==> src/rtl/mmio_pkg.sv <==
// ============================================================================
// mmio_pkg : shared I/O window geometry, register offsets and offset decoder
// Rev 1.0
// ============================================================================
`default_nettype none

package mmio_pkg;

  localparam int IO_WIN_W = 12;

  localparam logic [IO_WIN_W-1:0] OFF_DISP = 12'h000;
  localparam logic [IO_WIN_W-1:0] OFF_TVAL = 12'h020;
  localparam logic [IO_WIN_W-1:0] OFF_TDIV = 12'h024;
  localparam logic [IO_WIN_W-1:0] OFF_LED  = 12'h060;
  localparam logic [IO_WIN_W-1:0] OFF_SW   = 12'h070;
  localparam logic [IO_WIN_W-1:0] OFF_BTN  = 12'h078;

  typedef enum logic [2:0] {
    REG_NONE = 3'd0,
    REG_DISP = 3'd1,
    REG_TVAL = 3'd2,
    REG_TDIV = 3'd3,
    REG_LED  = 3'd4,
    REG_SW   = 3'd5,
    REG_BTN  = 3'd6
  } io_reg_e;

  // Word-granular decode: the byte-lane bits never reach this function.
  function automatic io_reg_e decode_reg(input logic [IO_WIN_W-1:2] word);
    io_reg_e sel;
    sel = REG_NONE;
    if (word == OFF_DISP[IO_WIN_W-1:2]) sel = REG_DISP;
    if (word == OFF_TVAL[IO_WIN_W-1:2]) sel = REG_TVAL;
    if (word == OFF_TDIV[IO_WIN_W-1:2]) sel = REG_TDIV;
    if (word == OFF_LED[IO_WIN_W-1:2])  sel = REG_LED;
    if (word == OFF_SW[IO_WIN_W-1:2])   sel = REG_SW;
    if (word == OFF_BTN[IO_WIN_W-1:2])  sel = REG_BTN;
    return sel;
  endfunction

endpackage

`default_nettype wire

==> src/rtl/mmio_bridge_btn_capture.sv <==
// ============================================================================
// btn_capture : per-bit 2-flop sync, rising-edge detect, sticky W1C flags
// Rev 1.0
// ============================================================================
`default_nettype none

module btn_capture #(
  parameter int WIDTH = 5
) (
  input  logic             clk,
  input  logic             rst_n,
  input  logic [WIDTH-1:0] btn,
  input  logic [WIDTH-1:0] clr,
  output logic [WIDTH-1:0] flag
);

  logic [WIDTH-1:0] r_meta;
  logic [WIDTH-1:0] r_sync;
  logic [WIDTH-1:0] r_prev;
  logic [WIDTH-1:0] r_flag;
  logic [WIDTH-1:0] w_rise;

  assign w_rise = r_sync & ~r_prev;
  assign flag   = r_flag;

  // Edge is OR-ed after the clear so a simultaneous set always wins.
  always_ff @(posedge clk or negedge rst_n) begin
    if (!rst_n) begin
      r_meta <= '0;
      r_sync <= '0;
      r_prev <= '0;
      r_flag <= '0;
    end else begin
      r_meta <= btn;
      r_sync <= r_meta;
      r_prev <= r_sync;
      r_flag <= (r_flag & ~clr) | w_rise;
    end
  end

endmodule

`default_nettype wire

==> src/rtl/mmio_bridge.sv <==
// ============================================================================
// mmio_bridge : core data-bus decoder routing accesses to DRAM or board I/O
// Rev 1.0
// ============================================================================
`default_nettype none

module mmio_bridge
  import mmio_pkg::*;
#(
  parameter logic [31:0] IO_BASE       = 32'hFFFF_F000,
  parameter logic [31:0] TIMER_DIV_RST = 32'd24_999
) (
  input  logic        clk,
  input  logic        rst_n,
  input  logic [31:0] adr,
  input  logic [31:0] wdin,
  input  logic        we,
  output logic [31:0] rd,
  output logic [31:0] dram_adr,
  output logic [31:0] dram_wdin,
  output logic        dram_we,
  input  logic [31:0] dram_rd,
  input  logic [23:0] sw,
  input  logic [4:0]  btn,
  output logic [23:0] led,
  output logic [31:0] disp_data
);

  logic        w_io_sel;
  io_reg_e     w_reg;
  logic        w_wr;
  logic        w_tdiv_wr;
  logic        w_tval_wr;
  logic        w_tick;
  logic [4:0]  w_btn_clr;
  logic [4:0]  w_btn_flag;
  logic [31:0] w_io_rdata;

  logic [31:0] r_disp;
  logic [23:0] r_led;
  logic [23:0] r_sw_meta;
  logic [23:0] r_sw_sync;
  logic [31:0] r_tval;
  logic [31:0] r_tdiv;
  logic [31:0] r_pcnt;

  assign w_io_sel  = (adr[31:IO_WIN_W] == IO_BASE[31:IO_WIN_W]);
  assign w_reg     = w_io_sel ? decode_reg(adr[IO_WIN_W-1:2]) : REG_NONE;
  assign w_wr      = we & w_io_sel;
  assign w_tdiv_wr = w_wr && (w_reg == REG_TDIV);
  assign w_tval_wr = w_wr && (w_reg == REG_TVAL);
  assign w_tick    = (r_pcnt == r_tdiv);
  assign w_btn_clr = (w_wr && (w_reg == REG_BTN)) ? wdin[4:0] : 5'd0;

  assign dram_adr  = adr;
  assign dram_wdin = wdin;
  assign dram_we   = we & ~w_io_sel;
  assign led       = r_led;
  assign disp_data = r_disp;

  btn_capture #(
    .WIDTH (5)
  ) u_btn_capture (
    .clk   (clk),
    .rst_n (rst_n),
    .btn   (btn),
    .clr   (w_btn_clr),
    .flag  (w_btn_flag)
  );

  always_ff @(posedge clk or negedge rst_n) begin
    if (!rst_n) begin
      r_disp    <= '0;
      r_led     <= '0;
      r_sw_meta <= '0;
      r_sw_sync <= '0;
    end else begin
      r_sw_meta <= sw;
      r_sw_sync <= r_sw_meta;
      if (w_wr && (w_reg == REG_DISP)) r_disp <= wdin;
      if (w_wr && (w_reg == REG_LED))  r_led  <= wdin[23:0];
    end
  end

  // A divisor write restarts the prescaler and suppresses that cycle's tick.
  always_ff @(posedge clk or negedge rst_n) begin
    if (!rst_n) begin
      r_tdiv <= TIMER_DIV_RST;
      r_pcnt <= '0;
      r_tval <= '0;
    end else begin
      if (w_tdiv_wr) begin
        r_tdiv <= wdin;
        r_pcnt <= '0;
      end else begin
        r_pcnt <= w_tick ? 32'd0 : r_pcnt + 32'd1;
      end
      if (w_tval_wr)
        r_tval <= wdin;
      else if (w_tick && !w_tdiv_wr)
        r_tval <= r_tval + 32'd1;
    end
  end

  always_comb begin
    w_io_rdata = '0;
    case (w_reg)
      REG_DISP: w_io_rdata = r_disp;
      REG_TVAL: w_io_rdata = r_tval;
      REG_TDIV: w_io_rdata = r_tdiv;
      REG_LED:  w_io_rdata = {8'h00, r_led};
      REG_SW:   w_io_rdata = {8'h00, r_sw_sync};
      REG_BTN:  w_io_rdata = {27'h0, w_btn_flag};
      default:  w_io_rdata = '0;
    endcase
  end

  assign rd = w_io_sel ? w_io_rdata : dram_rd;

endmodule

`default_nettype wire
==> config.mk <==
export PLATFORM = sky130hd
export DESIGN_NAME = mmio_bridge
export DESIGN_NICKNAME = d
export VERILOG_FILES = /design/src/rtl/mmio_pkg.sv /design/src/rtl/mmio_bridge_btn_capture.sv /design/src/rtl/mmio_bridge.sv
export SDC_FILE = /design/constraint.sdc
export NUM_CORES = 1
export LEC_CHECK = 0
export ABC_CLOCK_PERIOD_IN_PS = 3610
export CORE_MARGIN = 2
export CORE_UTILIZATION = 35
export DETAILED_ROUTE_END_ITERATION = 10
export HOLD_SLACK_MARGIN = 0.05
export SLEW_MARGIN = 20
export SYNTH_ARGS = -nofsm -noshare
export SYNTH_HDL_FRONTEND = slang
export SYNTH_SLANG_ARGS = --single-unit
==> constraint.sdc <==
create_clock -name clk -period 3.61 [get_ports clk]
set_input_delay 0.9025 -clock clk [delete_from_list [all_inputs] [get_ports clk]]
set_output_delay 0.9025 -clock clk [all_outputs]
set_load 0.01 [all_outputs]
==> metrics.md <==
| Metric | Value |
|---|---|
| DP Worst Slack | `-1140 ps` |
| Clock skew | `around 20 ps` |
| Die H | `between 150 and 200 µm` |
| Mean number of vias per cell | `about 5.2` |
| Pre-antenna DRT Iters | `7` |
| Initial antenna violation count | `2` |
| Crit path largest cell delay | `570 ps` |
| Top_reg_cell synth | `dfrtp_1` |
| Cell taking the most area after synthesis | `dfrtp_1` |
| Final Total Pwr | `between 5000 and 6000 µW` |
| Power density over the cells | `about 370 nW/µm²` |
| Core region area | `between 30000 and 40000 µm²` |
| Post-CTS Hold Fix Bufs | `0` |
| Worst Hold Class | `input port to async pin` |
| Slew @ Worst Pin | `~1000 ps` |
| Tcrit/Tclk final | `106%` |
| Fraction of registers with async set/reset | `between 90% and 100%` |
| Max-slew violations | `0` |
| Placer Congestion | `about 0.87` |
| Netlist Area Pre-Place | `about 11000 µm²` |
| Area of the multi-input gates | `4790 µm²` |
| Finish-stage setup viols | `32` |
| RSZ-0062 raised after global routing | `true` |
| Required time of the worst setup path | `about 2700 ps` |
| CP max FO | `7` |
| Vias | `9319` |
| Global route overflow | `0` |
| Total Nets Final | `1501` |
| Syn. warnings | `0` |
| Crit. End Element | `primary output` |
| Setup crit end | `rd[23]` |
| VDD IR-drop max | `0.370 mV` |
| CTS tree | `built` |
| R2R setup slack | `1010 ps` |
| Mapped Nets | `1236` |
| Worst r2r path cells | `8` |
| H-tree depth | `1` |
| Post-route DRC | `0` |
| Failing checks | `negative setup slack` |
| Vias in the first global route | `a little under 10000` |
| Setup WS post-layout | `-212 ps` |
| Post-synth EDFFs | `0` |
| Outcome | `complete, but fails checks` |
| WL final | `between 30000 and 40000 µm` |
| CP Class | `input port to primary output` |
| Top cells by instance count after synthesis | `dfrtp_1 (212), nand2_1 (189), nor2_1 (109)` |
| Row count | `between 60 and 70` |
| Distinct cells, synth | `44` |
| Area grow syn2layout | `40.4%` |
| Min Hold Slack | `297 ps` |
| Most common cell in the netlist | `dfrtp_1` |
| Hold Fails Final Rpt | `0` |
| Detail Placement HPWL | `25100 µm` |
| LEAKAGE | `0.00658 µW` |
| Max-cap violation count | `0` |
| RR Startpoint | `r_tdiv[2]$_DFFE_PN1N_` |
| Die width | `approximately 180 µm` |
| FF-to-FF End | `r_tval[31]$_DFFE_PN0P_` |
| Slew margin rel. | `a little under a third` |
| Layout cells sized above 1 | `19.5%` |
| First-pass GRT wire length | `56800 µm` |
| Sequence of cells on the critical path | `buf_8 -> nor4_4 -> buf_4 -> nand2_2 -> or4_4 -> buf_12 -> a311o_1 -> o211ai_1 -> buf_2` |
| I/O pin cnt | `~280` |
| Ranking of synthesized cells by area | `dfrtp_1 (49%), nand2_1 (6.5%), xnor2_1 (6.2%)` |
| CTS Root Cell | `clkbuf_16` |
| Clock Pin Slew Worst Setup and Hold Paths | `~70 ps` |
| Worst setup path startpoint | `adr[9]` |
| Synth top area share | `48.6%` |
| Sequential standard cell area | `approximately 5500 µm²` |
| Min cycle time layout | `between 3000 and 4000 ps` |
| Sequential area share after synthesis | `between 50% and 60%` |
| Number of routed nets with antenna violations | `0` |
| Slowest CP cell | `or4_4` |
| CP Launch Type | `input port` |
| Initial Util | `a little over a third` |
| Post-Syn Instances | `1106` |
| Clk buf depth | `3` |
| Worst-Skew Late Latency | `around 530 ps` |
| Buffers on Ports | `about 280` |
| Worst EP arrival | `2920 ps` |
| Post-DR wirelength/cell | `20.9 µm` |
| Avg Inst Size Synth | `slightly below 10 µm²` |
| Fin Setup TNS | `-3920 ps` |
| First-iteration detailed-routing DRC count | `623` |
| Num CTS Buffers | `25` |
| Final core utilization | `between 40% and 50%` |
| Clk sinks | `220` |
| Fillers | `~2800` |
| Die ar. | `around 33000 µm²` |
| Overall Global Routing Usage | `between 20 and 25%` |
| Yosys reg bits | `220` |
| Largest net degree at the start of global routing | `69` |
| Max Clk Rate | `approximately 260 MHz` |
[critical path: cells and delay by family]
family | cells | cell delay, ps
buffers and inverters | 4 | 650
AO/OA/AOI/OAI | 2 | 450
AND/OR/NAND/NOR | 3 | 900
[layer usage]
metal | vias to the layer above | share of wire [%] | track usage, %
met5 | - | 0 | 0
met4 | 0 | 2.2 | 5.16
met3 | 51 | 6.9 | 4.37
met2 | 320 | 48 | 37.6
met1 | 4644 | 43 | 29.4
li1 | 4304 | - | -
[cells in the final DEF, fill, tap and decap left out, types with 9 or more instances in the layout]
master / instances
buf_12: 20
nand4_1: 32
nand2_1: 186
o21ai_0: 11
o211ai_1: 24
a22oi_1: 15
nor3_1: 27
a311o_1: 24
xor2_1: 16
clkbuf_16: 27
clkbuf_2: 16
inv_1: 11
buf_6: 12
mux2_1: 30
nor2_2: 9
mux2_2: 26
a21oi_1: 43
clkdlybuf4s50_1: 213
nand3_1: 29
and3_1: 18
dfrtp_1: 212
nor2_1: 99
buf_2: 35
a22oi_2: 9
xnor2_1: 77
buf_4: 48
[through the flow]
step	area, µm²	std cells
after CTS	15200	1780
after global routing	15300	1787
after detailed placement	14000	1713
after global placement	14000	1713
after floorplan	10900	1106
final	15300	1788
[registers in the layout (all words and copies together) (netlist names)]
register / cells
disp_data: 32
led: 24
r_pcnt: 32
r_sw_meta: 24
r_sw_sync: 24
r_tdiv: 32
r_tval: 32
u_btn_capture.flag: 5
u_btn_capture.r_meta: 5
u_btn_capture.r_prev: 5
u_btn_capture.r_sync: 5
[logic make-up (layout without fill, tap and decap cells)]
group	Yosys count	in the layout	synth area share, %
flops	220	220	50.5
fa+ha+maj	2	2	0.229
xor+xnor	93	93	7.46
buf+inv	136	420	7.41
compound gates	144	144	8.96
other cells	0	2	0
mux	61	61	6.24
simple gates	450	450	19.2
[worst min-delay path by stage]
| stage | slack [ps] | from | to |
|---|---|---|---|
| finish | 300 | rst_n | r_sw_meta[10]$_DFF_PN0_ |
| global route | 320 | rst_n | r_sw_meta[10]$_DFF_PN0_ |
| CTS | 310 | rst_n | r_sw_meta[10]$_DFF_PN0_ |
| floorplan | 330 | r_sw_meta[0]$_DFF_PN0_ | r_sw_sync[0]$_DFF_PN0_ |
| detailed placement | 330 | r_sw_meta[10]$_DFF_PN0_ | r_sw_sync[10]$_DFF_PN0_ |
| global placement | 330 | r_sw_meta[7]$_DFF_PN0_ | r_sw_sync[7]$_DFF_PN0_ |
[cell type report]
| type | instances | area share (%) |
|---|---|---|
| multi-input cells | 750 | 31.3 |
| clock buffers | 28 | 4.29 |
| flip-flops and latches | 220 | 36.0 |
| repair buffers | 362 | 23.3 |
| inverters | 12 | 0.294 |
| diodes | 2 | 0.0327 |
| well taps | 396 | 3.23 |
| clock inverters | 18 | 1.54 |
[power breakdown]
part	switching, µW	internal (µW)
Sequential	15.7	2500
Combinational	188	217
Clock	1080	1680
Total	1280	4400
[repair_timing]
action	in CTS	in global routing
gates resized for setup	246	60
pin swaps	30	32
cloned	4	4
buffers inserted	19	6
endpoints found under the setup margin	33	33
No activity file was read; power rests on OpenSTA's default activity.
